<file path="src/rtl/mac_pkg.sv">
// Shared types and width helpers for the activation MAC accumulator.
package mac_pkg;

   typedef enum logic [1:0] {
      IDLE  = 2'd0,
      ACCUM = 2'd1,
      DRAIN = 2'd2,
      DONE  = 2'd3
   } mac_state_t;

   function automatic int unsigned acc_width(input int unsigned n, input int unsigned k);
      return 2 * n + $clog2(k);
   endfunction

   function automatic int unsigned count_width(input int unsigned k);
      return $clog2(k + 1);
   endfunction

   localparam int unsigned MAC_N_DEF = 16;
   localparam int unsigned MAC_K_DEF = 4;
   localparam int unsigned MAC_CNT_W = count_width(MAC_K_DEF);

endpackage

</file>
<file path="src/rtl/mac_product_stage.sv">
// Registered signed N x N multiplier; prod_v_o marks a fresh product for the accumulator.
module mac_product_stage #(
   parameter int unsigned N = 16
) (
   input  logic             clk,
   input  logic             reset,
   input  logic             accept_i,
   input  logic [N-1:0]     act_i,
   input  logic [N-1:0]     weight_i,
   output logic [2*N-1:0]   prod_o,
   output logic             prod_v_o
);

   localparam int unsigned P_W = 2 * N;

   logic [P_W-1:0] prod_q, prod_d;
   logic [P_W-1:0] act_ext, weight_ext;
   logic           prod_v_q;

   // Sign-extend to 2N so the truncated unsigned product is the exact signed product.
   always_comb begin
      act_ext    = {{N{act_i[N-1]}}, act_i};
      weight_ext = {{N{weight_i[N-1]}}, weight_i};
      prod_d     = prod_q;
      if (accept_i) begin
         prod_d = act_ext * weight_ext;
      end
   end

   always_ff @(posedge clk) begin
      if (!reset) begin
         prod_q   <= '0;
         prod_v_q <= 1'b0;
      end else begin
         prod_q   <= prod_d;
         prod_v_q <= accept_i;
      end
   end

   assign prod_o   = prod_q;
   assign prod_v_o = prod_v_q;

endmodule

</file>
<file path="src/rtl/activation_mac_accumulator.sv">
// K-beat signed MAC for one neuron with flip/patch statistics and a valid/ready result.
// Optional ReLU on the result register path when MAC_RELU_EN is defined.
module activation_mac_accumulator
   import mac_pkg::*;
#(
   parameter int unsigned N = MAC_N_DEF,
   parameter int unsigned K = MAC_K_DEF
) (
   input  logic                                 clk,
   input  logic                                 reset,
   input  logic                                 start,
   input  logic [N-1:0]                         act_in,
   input  logic [N-1:0]                         weight_in,
   input  logic                                 f_in,
   input  logic                                 p_in,
   input  logic                                 act_valid,
   output logic                                 act_ready,
   output logic [acc_width(N, K)-1:0]           sum_out,
   output logic [count_width(K)-1:0]            flip_count,
   output logic [count_width(K)-1:0]            patch_count,
   output logic                                 sum_valid,
   input  logic                                 sum_ready
);

   localparam int unsigned ACC_W = acc_width(N, K);
   localparam int unsigned CNT_W = (K == MAC_K_DEF) ? MAC_CNT_W : count_width(K);
   localparam int unsigned BC_W  = $clog2(K);
   localparam int unsigned P_W   = 2 * N;

   mac_state_t       state_q, state_d;
   logic             act_ready_q, act_ready_d;
   logic             sum_valid_q, sum_valid_d;
   logic [ACC_W-1:0] sum_out_q, sum_out_d;
   logic [ACC_W-1:0] acc_q, acc_d;
   logic [CNT_W-1:0] flip_q, flip_d;
   logic [CNT_W-1:0] patch_q, patch_d;
   logic [BC_W-1:0]  beat_q, beat_d;

   logic             accept_c;
   logic [P_W-1:0]   prod_c;
   logic             prod_v_c;
   logic [ACC_W-1:0] prod_ext_c;
   logic [ACC_W-1:0] result_c;

   assign accept_c   = act_valid && act_ready_q;
   assign prod_ext_c = {{(ACC_W - P_W){prod_c[P_W-1]}}, prod_c};

`ifdef MAC_RELU_EN
   assign result_c = acc_q[ACC_W-1] ? '0 : acc_q;
`else
   assign result_c = acc_q;
`endif

   mac_product_stage #(
      .N (N)
   ) u_product (
      .clk      (clk),
      .reset    (reset),
      .accept_i (accept_c),
      .act_i    (act_in),
      .weight_i (weight_in),
      .prod_o   (prod_c),
      .prod_v_o (prod_v_c)
   );

   always_ff @(posedge clk) begin
      if (!reset) begin
         state_q     <= IDLE;
         act_ready_q <= 1'b0;
         sum_valid_q <= 1'b0;
         sum_out_q   <= '0;
         acc_q       <= '0;
         flip_q      <= '0;
         patch_q     <= '0;
         beat_q      <= '0;
      end else begin
         state_q     <= state_d;
         act_ready_q <= act_ready_d;
         sum_valid_q <= sum_valid_d;
         sum_out_q   <= sum_out_d;
         acc_q       <= acc_d;
         flip_q      <= flip_d;
         patch_q     <= patch_d;
         beat_q      <= beat_d;
      end
   end

   // Products land one cycle after accept, so the last one is absorbed while in DRAIN.
   always_comb begin
      state_d     = state_q;
      sum_valid_d = sum_valid_q;
      sum_out_d   = sum_out_q;
      flip_d      = flip_q;
      patch_d     = patch_q;
      beat_d      = beat_q;
      acc_d       = prod_v_c ? (acc_q + prod_ext_c) : acc_q;

      case (state_q)
         IDLE: begin
            if (start) begin
               state_d = ACCUM;
               acc_d   = '0;
               flip_d  = '0;
               patch_d = '0;
               beat_d  = '0;
            end
         end
         ACCUM: begin
            if (accept_c) begin
               beat_d  = beat_q + BC_W'(1);
               flip_d  = flip_q + CNT_W'(f_in);
               patch_d = patch_q + CNT_W'(p_in);
               if (beat_q == BC_W'(K - 1)) begin
                  state_d = DRAIN;
               end
            end
         end
         DRAIN: begin
            state_d = DONE;
         end
         DONE: begin
            if (!sum_valid_q) begin
               sum_valid_d = 1'b1;
               sum_out_d   = result_c;
            end else if (sum_ready) begin
               sum_valid_d = 1'b0;
               state_d     = IDLE;
            end
         end
         default: begin
            state_d = IDLE;
         end
      endcase

      act_ready_d = (state_d == ACCUM);
   end

   assign act_ready   = act_ready_q;
   assign sum_valid   = sum_valid_q;
   assign sum_out     = sum_out_q;
   assign flip_count  = flip_q;
   assign patch_count = patch_q;

endmodule

</file>
<file path="config.mk">
export PLATFORM = sky130hd
export DESIGN_NAME = activation_mac_accumulator
export DESIGN_NICKNAME = d
export VERILOG_FILES = /design/src/rtl/mac_pkg.sv /design/src/rtl/mac_product_stage.sv /design/src/rtl/activation_mac_accumulator.sv
export SDC_FILE = /design/constraint.sdc
export NUM_CORES = 1
export LEC_CHECK = 0
export CORE_AREA = 2 2 218 220
export DETAILED_ROUTE_END_ITERATION = 12
export DIE_AREA = 0 0 220 222
export HOLD_SLACK_MARGIN = 0.1
export SYNTH_ARGS = -nofsm -noshare
export SYNTH_HDL_FRONTEND = slang
export SYNTH_HIERARCHICAL = 1
export SYNTH_SLANG_ARGS = --single-unit
export TNS_END_PERCENT = 20
</file>
<file path="constraint.sdc">
create_clock -name clk -period 19.1 [get_ports clk]
set_input_delay 3.82 -clock clk [delete_from_list [all_inputs] [get_ports clk]]
set_output_delay 3.82 -clock clk [all_outputs]
set_load 0.1 [all_outputs]
</file>
==> results of run 1 <==
critical path, stage by stage:
cell	delay (ns)
clkdlybuf4s50_1	0.90
nand2_1	0.20
inv_1	0.17
fa_1	0.54
fa_1	0.84
fa_1	0.51
fa_1	0.50
fa_1	0.49
inv_1	0.05
fa_1	0.47
inv_1	0.04
ha_1	0.31
and3_4	0.18
a221o_1	0.34
a211o_1	0.31
nor2_2	0.13
o31ai_2	0.11
a211o_1	0.31
a32o_1	0.25
cells in the final DEF (no fill, tap or decap), types with 4 or more instances in the layout:
cell type / instances
a211oi_1: 16
a21boi_0: 41
a21o_1: 27
a21oi_1: 64
a31oi_1: 6
and2_1: 124
and3_1: 10
buf_4: 7
bufinv_16: 4
clkbuf_16: 17
clkdlybuf4s50_1: 80
dfxtp_1: 113
fa_1: 263
ha_1: 120
inv_1: 296
mux2i_1: 37
nand2_1: 238
nand2b_1: 12
nand3_1: 29
nand3b_1: 9
nand4_1: 15
nor2_1: 91
nor2_2: 4
nor2b_1: 8
nor3_1: 19
o211ai_1: 4
o21a_1: 5
o21ai_0: 36
o21ai_1: 17
o21bai_1: 8
o22ai_1: 4
or3_1: 4
xnor2_1: 37
xor2_1: 16
per-layer routing:
| layer | share of wire | wire length (µm) | track usage |
|---|---|---|---|
| met5 | 0 | 0 | 0 |
| met4 | 0.021 | 807 | 0.0435 |
| met3 | 0.025 | 948 | 0.0211 |
| met2 | 0.53 | 20200 | 0.289 |
| met1 | 0.42 | 16000 | 0.199 |
layout make-up:
| cell class | count | share of cell area |
|---|---|---|
| Clock buffer | 22 | 0.0259 |
| Clock inverter | 10 | 0.00879 |
| Inverter | 297 | 0.0621 |
| Multi-Input combinational cell | 1331 | 0.687 |
| Sequential cell | 113 | 0.126 |
| Tap cell | 607 | 0.0423 |
| Timing Repair Buffer | 87 | 0.0476 |
through the flow:
step | area (µm²) | hold slack (ns) | worst slack [ns]
after floorplan | 16100 | 0.429 | 9.55
after global placement | 17300 | 0.453 | 8.60
after detailed placement | 17300 | 0.457 | 8.46
after CTS | 17900 | 0.464 | 8.91
after global routing | 17900 | 0.485 | 8.58
final | 17900 | 0.459 | 8.92
flip-flops by register name, summed over array words and instances (netlist names):
register and cells:
flip_count 3, patch_count 3, acc_q 34, u_product/prod_o 32, sum_valid 1, act_ready 1, u_product/prod_v_o 1, sum_out 34
beat_q 2, state_q 2
cell families (layout without fill, tap and decap cells):
logic type,Yosys count,after routing,synth area share
xor+xnor,53,53,0.0289
simple gates,586,586,0.178
compound gates,271,271,0.116
buf+inv,372,416,0.0923
flops,113,113,0.141
fa+ha+maj,383,383,0.421
mux,38,38,0.0238
final timing paths:
kind,end,slack [ns],from,cells past startpoint
setup / recovery,u_product/prod_o[29]$_SDFFE_PN0P_,8.92,act_in[15],19
hold / removal,sum_out[7]$_SDFFE_PN0P_,0.46,sum_out[7]$_SDFFE_PN0P_,2
setup reg to reg,acc_q[32]$_SDFF_PN0_,16.00,u_product/prod_o[0]$_SDFFE_PN0P_,11
hold reg to reg,sum_out[7]$_SDFFE_PN0P_,0.46,sum_out[7]$_SDFFE_PN0P_,2
==> out/metrics.csv, run 1 <==
stage,metric,value,unit
outcome,status,"finished, final reports clean",
layout,fill_cells,4665,
clock_network,cts_num_sinks,113,
layout,fin_nets,2269,
sta,worst_slew_pin_slew,1.01,ns
clock_network,cts_tree,yes,
sta,fin_crit_sh,0.533,
sta,rsz0062_at_grt,false,
placed_design,place.gp.congestion,0.876,
layout,drive_above_1_share,0.0376,
layout,multi_input_area,12300,µm²
global_routing,grt_overflow,0,
route,routedWlPerCell,15.4,µm
route,drt-initial-drc-count,502,
sta,relSlewSlack,0.321,
die,die_w,220,µm
synthesis,yosys_warnings,6,
route,antenna_left,0,
die,start_util,0.347,
synthesis,synth_nets,2238,
synthesis,async_flop_share,0,
global_routing,grt_usage,0.160,
layout,area_delta_synth_final,11.6,%
worst_setup_path,crit_fanout,16,
layout,final_cells,2467,
worst_setup_path,crit_required,19.42,ns
synthesis,synthTopCellsByArea,"fa_1, dfxtp_1, ha_1, inv_1, nand2_1",
global_routing,grt_pass1_wl,63500,µm
synthesis,syn-cell-area,16100,µm²
clock_network,ctsHtreeMaxLevel,4,
clock_network,insertion_delay,0.42,ns
route,drc,0,
synthesis,yosys_register_bits,113,
flow_run,cap_violations,0,
synthesis,yosysMostFrequentCell,inv_1,
layout,post-route-util,0.388,
route,avgViaCountPerCell,4.94,
global_routing,grt_max_degree,57,
sta,timing_hold_violations_final,0,
layout,antenna_cells,0,
synthesis,synth_cell_types,82,
sta,max_clock_freq,98.2,MHz
clock_network,cts_root_buffer,clkbuf_16,
route,wirelength,38000,µm
sta,period_needed,10.18,ns
clock_network,clkTransAtPathRegs,0.06,ns
min_path,hold_class,reg2reg,
clock_network,clock_path_buffers,2,
worst_setup_path,arrival,10.50,ns
placed_design,dp_hpwl,30300,µm
global_routing,grt_pass1_vias,12800,
synthesis,synth_edf_count,0,
synthesis,seq_area_frac_synth,0.141,
placed_design,dp.cells,2435,
die,coreArea,46300,µm²
die,io_pins,81,
clock_network,holdBufCountCts,0,
layout,seqCellArea,2260,µm²
synthesis,syn_avg_cell_area,8.85,µm²
sta,setup_violations,0,
route,vias,12200,
die,std_cell_rows,79,
clock_network,cts_buffers,17,
die,die_area,48800,µm²
die,dieHeight,222,µm
worst_setup_path,cp-start-kind,input pin,
clock_network,post_cts_resize_count,0,
synthesis,synth_commonest_cells,"inv_1, fa_1, nand2_1",
global_routing,antenna_found_initial,0,
clock_network,post_cts_buffers,0,
synthesis,synthCells,1816,
sta,finalClockSkew,0.0120,ns
placed_design,portBuffers,80,
worst_setup_path,endpoint_kind,register,
synthesis,yosys.area.top_type_share,0.328,
synthesis,ys.flop_type,dfxtp_1,
route,firstDrtPassIters,5,
sta,tns,0,ns
synthesis,yosysTopAreaCell,fa_1,
worst_setup_path,critPathKind,in2reg,
sta,drv_slew,0,
Power of run 1 is not shown: default switching activity piles up to over one toggle a cycle in this logic, so the estimate is an artifact.
==> inputs of run 2 (changes only) <==
Clock period 19.1 ns to 10 ns, I/O delays scaled along.
==> out/metrics.csv, run 2 (same netlist as run 1, synthesis figures left out) <==
stage,metric,value,unit
sta,fin_crit_sh,0.838,
clock_network,cts_num_sinks,113,
sta,timing_hold_violations_final,0,
global_routing,grt_overflow,0,
route,wirelength,38000,µm
placed_design,place.gp.congestion,0.877,
clock_network,cts_root_buffer,clkbuf_16,
clock_network,holdBufCountCts,0,
placed_design,portBuffers,80,
die,die_area,48800,µm²
layout,post-route-util,0.387,
layout,final_area,17900,µm²
worst_setup_path,crit_required,10.31,ns
placed_design,dpl_cell_area,17300,µm²
clock_network,ctsHtreeMaxLevel,4,
sta,finalClockSkew,0.0122,ns
clock_network,post_cts_resize_count,0,
die,io_pins,81,
global_routing,grt_pass1_wl,63700,µm
clock_network,clkTransAtPathRegs,0.06,ns
layout,antenna_cells,0,
sta,max_clock_freq,119,MHz
route,vias,12200,
min_path,hold_class,reg2reg,
outcome,status,"finished, final reports clean",
sta,rsz0062_at_grt,false,
die,coreArea,46300,µm²
sta,worst_slew_pin_slew,1.02,ns
sta,timing.hold.ws,0.454,ns
route,drt-initial-drc-count,587,
layout,mostFrequentLayoutCells,"inv_1, fa_1, nand2_1",
worst_setup_path,slowest_delay,0.90,ns
clock_network,post_cts_buffers,0,
sta,setup_violations,0,
worst_setup_path,cp-start-kind,input pin,
worst_setup_path,path_cells,clkdlybuf4s50_1 -> nand2_1 -> inv_1 -> fa_1 -> fa_1 -> fa_1 -> fa_1 -> fa_1 -> inv_1 -> fa_1 -> inv_1 -> ha_1 -> and3_4 -> a221o_1 -> a211o_1 -> nor2_2 -> o31ai_2 -> a211o_1 -> a32o_1,
sta,period_needed,8.38,ns
sta,drv_slew,0,
die,start_util,0.347,
global_routing,grt_max_degree,57,
route,routedWlPerCell,15.4,µm
route,firstDrtPassIters,5,
layout,fill_cells,4705,
die,dieHeight,222,µm
layout,final_common_cell,inv_1,
die,die_w,220,µm
worst_setup_path,endpoint_kind,register,
clock_network,cts_tree,yes,
worst_setup_path,critPathKind,in2reg,
clock_network,insertion_delay,0.42,ns
global_routing,grt_pass1_vias,12900,
worst_setup_path,arrival,8.69,ns
layout,area_delta_synth_final,11.3,%
flow_run,cap_violations,0,
global_routing,antenna_found_initial,0,
sta,relSlewSlack,0.319,
clock_network,clock_path_buffers,2,
worst_setup_path,crit_fanout,16,
route,antenna_left,0,
worst_setup_path,critPathSlowestCell,clkdlybuf4s50_1,
sta,tns,0,ns
placed_design,dp_hpwl,30400,µm
worst_setup_path,crit_path_frequent_cell,fa_1,
die,std_cell_rows,79,
layout,drive_above_1_share,0.0392,
route,avgViaCountPerCell,4.95,
clock_network,cts_buffers,17,
route,drc,0,
layout,fin_nets,2269,
global_routing,grt_usage,0.161,
[run 2: path summary, 6_finish.rpt]
| kind | to | slack, ns | from | cells after the start |
|---|---|---|---|---|
| worst min-delay path | u_product/prod_o[22]$_SDFFE_PN0P_ | 0.45 | u_product/prod_o[22]$_SDFFE_PN0P_ | 2 |
| worst min register to register | u_product/prod_o[22]$_SDFFE_PN0P_ | 0.45 | u_product/prod_o[22]$_SDFFE_PN0P_ | 2 |
| worst max register to register | acc_q[30]$_SDFF_PN0_ | 6.92 | u_product/prod_o[0]$_SDFFE_PN0P_ | 11 |
| worst max-delay path | u_product/prod_o[29]$_SDFFE_PN0P_ | 1.62 | act_in[15] | 19 |
[run 2: per-stage QoR]
stage                     cells  worst slack (ns)
final                      2467              1.62
after floorplan            1816              2.27
after CTS                  2467              1.63
after global placement     2435              1.32
after global routing       2467              1.30
after detailed placement   2435              1.19
[run 2: worst max-delay path, delay by kind of cell]
family	cells	cell delay [ns]
fa+ha+maj	7	3.66
compound gates	5	1.34
buf+inv	4	1.16
simple gates	3	0.52
[run 2: area by class of cell]
class,instances,area [µm²],area share
multi-input cells,1331,12300,0.689
flip-flops and latches,113,2260,0.127
inverters,297,1110,0.0623
repair buffers,87,853,0.0477
well taps,607,759,0.0425
clock buffers,17,425,0.0238
clock inverters,15,139,0.00777
[run 2: per-layer routing]
layer | track usage | up-vias | share of wire
met1 | 0.199 | 6150 | 0.42
met5 | 0 | - | 0
met3 | 0.0199 | 55 | 0.023
met2 | 0.288 | 169 | 0.53
met4 | 0.0517 | 0 | 0.025
li1 | - | 5834 | -
Power of run 2 is left out for the same reason.
==> inputs of run 3 (changes only) <==
Clock period 10 ns to 6.9 ns, I/O delays scaled along.
==> out/metrics.csv, run 3 (same netlist as run 1, synthesis figures left out) <==
stage,metric,value,unit
outcome,status,"finished, final reports clean",
clock_network,clock_path_buffers,2,
worst_setup_path,critPathKind,in2reg,
worst_setup_path,slowest_delay,0.62,ns
clock_network,cts_tree,yes,
layout,seqCellArea,2260,µm²
layout,drive_above_1_share,0.154,
route,firstDrtPassIters,5,
route,wirelength,39700,µm
sta,fin_crit_sh,0.975,
worst_setup_path,crit_fanout,6,
global_routing,antenna_found_initial,2,
sta,period_needed,6.72,ns
layout,fill_cells,4577,
min_path,hold_class,reg2reg,
clock_network,cts_num_sinks,113,
die,dieHeight,222,µm
sta,postLayoutSetupSlackWorst,0.176,ns
global_routing,grt_max_degree,57,
clock_network,cts_root_buffer,clkbuf_16,
global_routing,grt_overflow,0,
placed_design,place.gp.congestion,0.859,
sta,relSlewSlack,0.326,
layout,multi_input_area,12600,µm²
layout,post-route-util,0.427,
clock_network,ctsHtreeMaxLevel,4,
placed_design,pre_cts_slack,-0.736,ns
sta,setup_violations,0,
global_routing,grt_usage,0.166,
clock_network,insertion_delay,0.42,ns
sta,finalClockSkew,0.00749,ns
route,drc,0,
worst_setup_path,path_cells,dlygate4sd2_1 -> buf_6 -> buf_4 -> nand2_1 -> fa_1 -> inv_1 -> fa_1 -> fa_2 -> fa_1 -> fa_1 -> inv_2 -> fa_1 -> inv_2 -> ha_4 -> and3_4 -> a221o_1 -> a221oi_4 -> o211a_1 -> nor3b_2 -> o21ba_1 -> mux2_4 -> o311ai_2,
die,die_w,220,µm
die,die_area,48800,µm²
worst_setup_path,endpoint_kind,register,
clock_network,holdBufCountCts,0,
route,routedWlPerCell,15.0,µm
die,start_util,0.347,
worst_setup_path,arrival,7.05,ns
worst_setup_path,critPathSlowestCell,fa_2,
placed_design,dp_hpwl,32100,µm
global_routing,grt_pass1_vias,13400,
route,antenna_left,0,
layout,mostFrequentLayoutCells,"inv_1, fa_1, nand2_1",
die,std_cell_rows,79,
route,drt-initial-drc-count,551,
sta,worst_slew_pin_slew,1.01,ns
die,coreArea,46300,µm²
layout,area_delta_synth_final,22.9,%
layout,final_common_cell,inv_1,
die,io_pins,81,
sta,max_clock_freq,149,MHz
worst_setup_path,cp-start-kind,input pin,
route,avgViaCountPerCell,4.86,
layout,fin_nets,2448,
worst_setup_path,crit_path_frequent_cell,fa_1,
worst_setup_path,crit_required,7.22,ns
global_routing,grt_pass1_wl,66200,µm
placed_design,portBuffers,80,
route,vias,12900,
flow_run,cap_violations,0,
clock_network,clkTransAtPathRegs,0.06,ns
sta,timing_hold_violations_final,0,
sta,drv_slew,0,
clock_network,cts_buffers,17,
sta,timing.hold.ws,0.461,ns
run 3: cell types whose count changed in the layout (fill, tap and decap cells not counted), moves of 7 or more:
cell / change
ha_4: +9
buf_12: +10
ha_1: -9
inv_2: +7
inv_1: -8
dlymetal6s2s_1: +18
clkdlybuf4s50_1: -29
fa_1: -16
nand2_2: +7
buf_6: +12
buf_4: +154
nand2_1: -8
fa_2: +16
run 3: worst paths after layout:
path	from	endpoint	slack (ns)	cells after the start
setup / recovery	weight_in[7]	u_product/prod_o[30]$_SDFFE_PN0P_	0.18	22
hold / removal	u_product/prod_o[22]$_SDFFE_PN0P_	u_product/prod_o[22]$_SDFFE_PN0P_	0.46	2
hold reg to reg	u_product/prod_o[22]$_SDFFE_PN0P_	u_product/prod_o[22]$_SDFFE_PN0P_	0.46	2
setup reg to reg	u_product/prod_o[0]$_SDFFE_PN0P_	acc_q[30]$_SDFF_PN0_	3.81	11
run 3: area by class of cell:
cell class,instances,area share
clock inverters,9,0.00665
clock buffers,22,0.0240
multi-input cells,1331,0.639
diodes,1,0.000127
flip-flops and latches,113,0.115
well taps,607,0.0385
repair buffers,266,0.121
inverters,297,0.0566
run 3: routing by layer:
metal  up-vias  track usage  wire length [µm]
li1       6205            -                 -
met1      6478        0.213             16800
met2       130        0.301             21400
met3        40       0.0143               833
met4         2       0.0355               545
met5         -            0                13
run 3: timing repair:
item,4_1_cts,5_1_grt
buffers inserted,13,12
gates resized for setup,41,76
gates cloned,0,4
pin swaps,32,53
endpoints found under the setup margin,10,13
run 3: stage by stage:
step                std cells  setup TNS, ns  area [µm²]
CTS                      2629              0       19400
floorplan                1816              0       16100
global route             2646        -0.0253       19800
detailed placement       2585          -7.47       18500
finish                   2646              0       19800
global placement         2585          -5.71       18500
run 3: critical path: cells and delay by family:
kind | cells | cell delay (ns)
AO/OA/AOI/OAI | 5 | 1.11
AND/OR/NAND/NOR | 3 | 0.31
adder cells (fa/ha/maj) | 7 | 3.30
buffers and inverters | 6 | 0.61
multiplexers | 1 | 0.31
Power of run 3 is left out for the same reason.
==> variant 1, RTL diff (config.mk and constraints of run 2) <==
Change the package constant `MAC_N_DEF` from 16 to 17.
--- a/src/rtl/mac_pkg.sv
+++ b/src/rtl/mac_pkg.sv
@@ -16,7 +16,7 @@
       return $clog2(k + 1);
    endfunction
 
-   localparam int unsigned MAC_N_DEF = 16;
+   localparam int unsigned MAC_N_DEF = 17;
    localparam int unsigned MAC_K_DEF = 4;
    localparam int unsigned MAC_CNT_W = count_width(MAC_K_DEF);
 
Ports: changed (resized act_in, sum_out and weight_in); port bits go from 81 to 85. No check against the original RTL was run, so the function may have changed too.
==> variant 1 against run 2 <==
Global-route usage grew 1.4 points. Cell area increased by 7.1%. Setup slack worse by 36 ps. Critical path type unchanged. Register-to-register slack improved by 80 ps. Non-clock buffer count grew 3. Critical path depth unchanged. Wire length rose by 7.7%. Synthesized area rose by 7.8%. Sequential cell count up 6.
Power is not shown: default switching activity piles up to over one toggle a cycle in this logic, so the estimate is an artifact.
==> variant 1: results (changes against run 2) <==
metric,value,unit,change
status,"complete, no violations",,
avgViaCountPerCell,5.03,,+1.6%
gpl.final_weighted_congestion,0.875,,-0.27%
non_clock_buffer_area_share,0.0463,,-0.00145
synth.top_cells.by_count,"sky130_fd_sc_hd__inv_1, sky130_fd_sc_hd__fa_1, sky130_fd_sc_hd__nand2_1",,
inverters_excl_clock,320,,+7.7%
clk_root_buffer_cell,sky130_fd_sc_hd__clkbuf_16,,
global_route.usage.met2,0.308,,+0.0195
maximum_number_of_pins_on_one_net_before_global_route_repair,59,,+3.5%
post-place-cells,2576,,+5.8%
routed_wl,41.0,mm,+7.7%
num-fill-cells,4561,,-3.1%
grt_pass1_wl,69.1,mm,+8.6%
synth.net_count,2430,,+8.6%
synth-warning-count,6,,unchanged
global_route.usage.met3,0.0202,,+0.000274
netlist_instances,1967,,+8.3%
syn_avg_cell_area,8.81,µm²,-0.47%
cts_post_setup_buffers_inserted,0,,unchanged
min_path_type,flip-flop to flip-flop,,
post_cts.resized_instances,0,,unchanged
m1WireLength,17.8,mm,+11%
met3_length,945,µm,+9.0%
final_net_count,2451,,+8.0%
route.top_layer_used,met4,,
met1_usage,0.226,,+0.0274
reg2reg_depth,10,,-1
seq-cell-share,0.124,,-0.00209
worstPathMaxFanout,17,,+1
crit_arrival,8700,ps,about the same
clock_skew,9.26,ps,-2.93 ps
grt.total_usage,0.175,,+0.0138
fraction_of_area_in_multi_input_gates,0.697,,+0.00804
n_multi_input_combinational_cell,1440,,+8.2%
buffers_excl_clock,90,,+3.4%
clock_sink_count,119,,+5.3%
pre_cts_slack,1190,ps,-6.30 ps
drcViolationCount,0,,unchanged
routed-wl-met2,21.4,mm,+6.0%
synth_cell_types,77,,-6.1%
layout.clock.cell_area_share,0.0295,,-0.00209
io_buffer_count,84,,+5.0%
worst_pin_slew,1000,ps,-15.7 ps
finalInstanceArea,19100,µm²,+7.1%
post_route_cells_drive_above_1_share,0.0305,,-0.00876
num-clock-buffers,18,,+1
synth.area.top_cells,"sky130_fd_sc_hd__fa_1, sky130_fd_sc_hd__dfxtp_1, sky130_fd_sc_hd__ha_1",,
dp_hpwl,33.8,mm,+11%
fin_cells,2608,,+5.7%
number_of_global_route_vias_before_repair,13747,,+6.9%
yosysSeqAreaShare,0.138,,-0.00326
first_iter_violations,502,,-14%
-- variant 1: kinds of logic (layout without fill, tap and decap cells) --
| kind of cell | count (synthesis) | in the layout | synth area share |
|---|---|---|---|
| fa+ha+maj | 422 | 422 | 0.434 |
| flops | 119 | 119 | 0.138 |
| compound gates | 289 | 289 | 0.114 |
| mux | 35 | 35 | 0.0202 |
| buf+inv | 408 | 442 | 0.0918 |
| xor+xnor | 53 | 53 | 0.0268 |
| simple gates | 641 | 641 | 0.176 |
-- variant 1: critical path, stage by stage --
cell	delay, ps
sky130_fd_sc_hd__clkdlybuf4s50_1	880
sky130_fd_sc_hd__nand2_1	210
sky130_fd_sc_hd__inv_1	160
sky130_fd_sc_hd__fa_1	550
sky130_fd_sc_hd__fa_1	870
sky130_fd_sc_hd__fa_1	520
sky130_fd_sc_hd__fa_1	560
sky130_fd_sc_hd__fa_1	430
sky130_fd_sc_hd__fa_1	440
sky130_fd_sc_hd__ha_1	350
sky130_fd_sc_hd__and4_1	250
sky130_fd_sc_hd__nand4_1	130
sky130_fd_sc_hd__a311oi_1	320
sky130_fd_sc_hd__nor3_1	160
sky130_fd_sc_hd__a31oi_1	250
sky130_fd_sc_hd__a31oi_1	160
sky130_fd_sc_hd__o21ai_1	180
sky130_fd_sc_hd__xnor2_1	130
sky130_fd_sc_hd__o22ai_1	90
-- variant 1: path summary, 6_finish.rpt --
kind	start	slack [ps]	endpoint
worst max-delay path	weight_in[2]	1590	u_product/prod_o[32]$_SDFFE_PN0P_
worst max register to register	u_product/prod_o[0]$_SDFFE_PN0P_	7000	acc_q[34]$_SDFF_PN0_
worst min register to register	sum_out[0]$_SDFFE_PN0P_	460	sum_out[0]$_SDFFE_PN0P_
worst min-delay path	sum_out[0]$_SDFFE_PN0P_	460	sum_out[0]$_SDFFE_PN0P_
==> variant 2, RTL diff (settings of run 2) <==
Made on the original files. Make the reset (`reset`) asynchronous in 2 clocked blocks.
--- a/src/rtl/mac_product_stage.sv
+++ b/src/rtl/mac_product_stage.sv
@@ -27,7 +27,7 @@
       end
    end
 
-   always_ff @(posedge clk) begin
+   always_ff @(posedge clk or negedge reset) begin
       if (!reset) begin
          prod_q   <= '0;
          prod_v_q <= 1'b0;
--- a/src/rtl/activation_mac_accumulator.sv
+++ b/src/rtl/activation_mac_accumulator.sv
@@ -63,7 +63,7 @@
       .prod_v_o (prod_v_c)
    );
 
-   always_ff @(posedge clk) begin
+   always_ff @(posedge clk or negedge reset) begin
       if (!reset) begin
          state_q     <= IDLE;
          act_ready_q <= 1'b0;
Formal check against the unedited RTL: differs if reset is asserted again (counterexample within 4 cycles, from zero or initial values and one cycle with reset low); with reset held inactive, the same outputs for 10 cycles.
==> variant 2 against run 2 <==
Synthesized area increased by 1.3%. Wire length shrank 0.11%. Synthesized cell count decreased by 6.9%. Die area unchanged. Global-route usage up 0.23 points. Setup slack got worse by 600 ps. Via count decreased by 4.0%. First-iteration DRC count decreased by 2.7%. Sequential cell count unchanged. Cell area is 2.1% higher. Maximum frequency decreased by 6.7%. Critical path type unchanged. Critical endpoint is now u_product/prod_o[30]$_DFFE_PN0P_. Largest cell class unchanged.
Power is not shown: default switching activity piles up to over one toggle a cycle in this logic, so the estimate is an artifact.
==> variant 2: results (changes against run 2) <==
metric,value,unit,change
global_route.usage.met3,0.0246,,+0.00466
rr_startpoint,acc_q[0]$_DFF_PN0_,,
global_route.usage.met2,0.292,,+0.00385
min_from,sum_out[25]$_DFFE_PN0P_,,
worst_pin_slew,1020,ps,+2.46 ps
routed_wl,38.0,mm,-0.11%
synth.area.top_cells,"sky130_fd_sc_hd__fa_1, sky130_fd_sc_hd__dfrtp_1, sky130_fd_sc_hd__ha_1",,
status,"complete, no violations",,
final_net_count,2159,,-4.8%
synth.net_count,2112,,-5.6%
first_iter_violations,571,,-2.7%
routed-wl-met2,20.3,mm,+0.50%
critical-path-slowest-cell,sky130_fd_sc_hd__clkdlybuf4s50_1,,
grt_pass1_wl,63.8,mm,+0.23%
post_synth_xor_area_fraction,0.0296,,+0.000698
synth.top_cells.by_count,"sky130_fd_sc_hd__inv_1, sky130_fd_sc_hd__fa_1, sky130_fd_sc_hd__nand2_1",,
worst_setup_path_endpoint,u_product/prod_o[30]$_DFFE_PN0P_,,
r2r_endpoint,acc_q[30]$_DFF_PN0_,,
number_of_global_route_vias_before_repair,12456,,-3.1%
crit_arrival,9270,ps,+580 ps
hold_ws,493,ps,+38.4 ps
synth_cell_types,85,,+3.7%
gpl.final_weighted_congestion,0.832,,-5.2%
post_synth_fa_ha_maj_area_fraction,0.416,,-0.00550
met3_length,1.07,mm,+23%
post_route_cells_drive_above_1_share,0.0697,,+0.0305
placement.cell_area,17600,µm²,+1.7%
multiplexer_share_of_the_synthesized_area,0.0438,,+0.0201
ys.flop_type,sky130_fd_sc_hd__dfrtp_1,,
yosysSeqAreaShare,0.174,,+0.0329
clk_root_buffer_cell,sky130_fd_sc_hd__clkbuf_16,,
m1WireLength,16.1,mm,+0.63%
clock_skew,11.0,ps,-1.21 ps
dp_hpwl,30.4,mm,+0.16%
met1_usage,0.207,,+0.00775
pre_cts_slack,638,ps,-556 ps
hold_end,sum_out[25]$_DFFE_PN0P_,,
netlist_instances,1690,,-6.9%
wl_per_cell,16.1,µm,+4.6%
post-place-cells,2325,,-4.5%
maximum_number_of_pins_on_one_net_before_global_route_repair,72,,+26%
-- variant 2: cell count changes in the layout (fill, tap and decap cells not counted), moves of 10 or more --
cell	before	now
sky130_fd_sc_hd__a21boi_0	41	1
sky130_fd_sc_hd__a21oi_1	64	54
sky130_fd_sc_hd__dfrtp_1	0	112
sky130_fd_sc_hd__dfxtp_1	113	0
sky130_fd_sc_hd__mux2_2	0	50
sky130_fd_sc_hd__mux2i_1	37	15
sky130_fd_sc_hd__nand2_1	238	167
sky130_fd_sc_hd__nor2_1	91	65
sky130_fd_sc_hd__o21ai_1	17	7
-- variant 2: area by class of cell --
cell class / instances / area, µm²
clock inverters: 12 / 180
inverters: 303 / 1140
flip-flops and latches: 113 / 2830
well taps: 607 / 759
fillers: 4587 / 28000
repair buffers: 87 / 851
clock buffers: 20 / 457
multi-input cells: 1215 / 12000
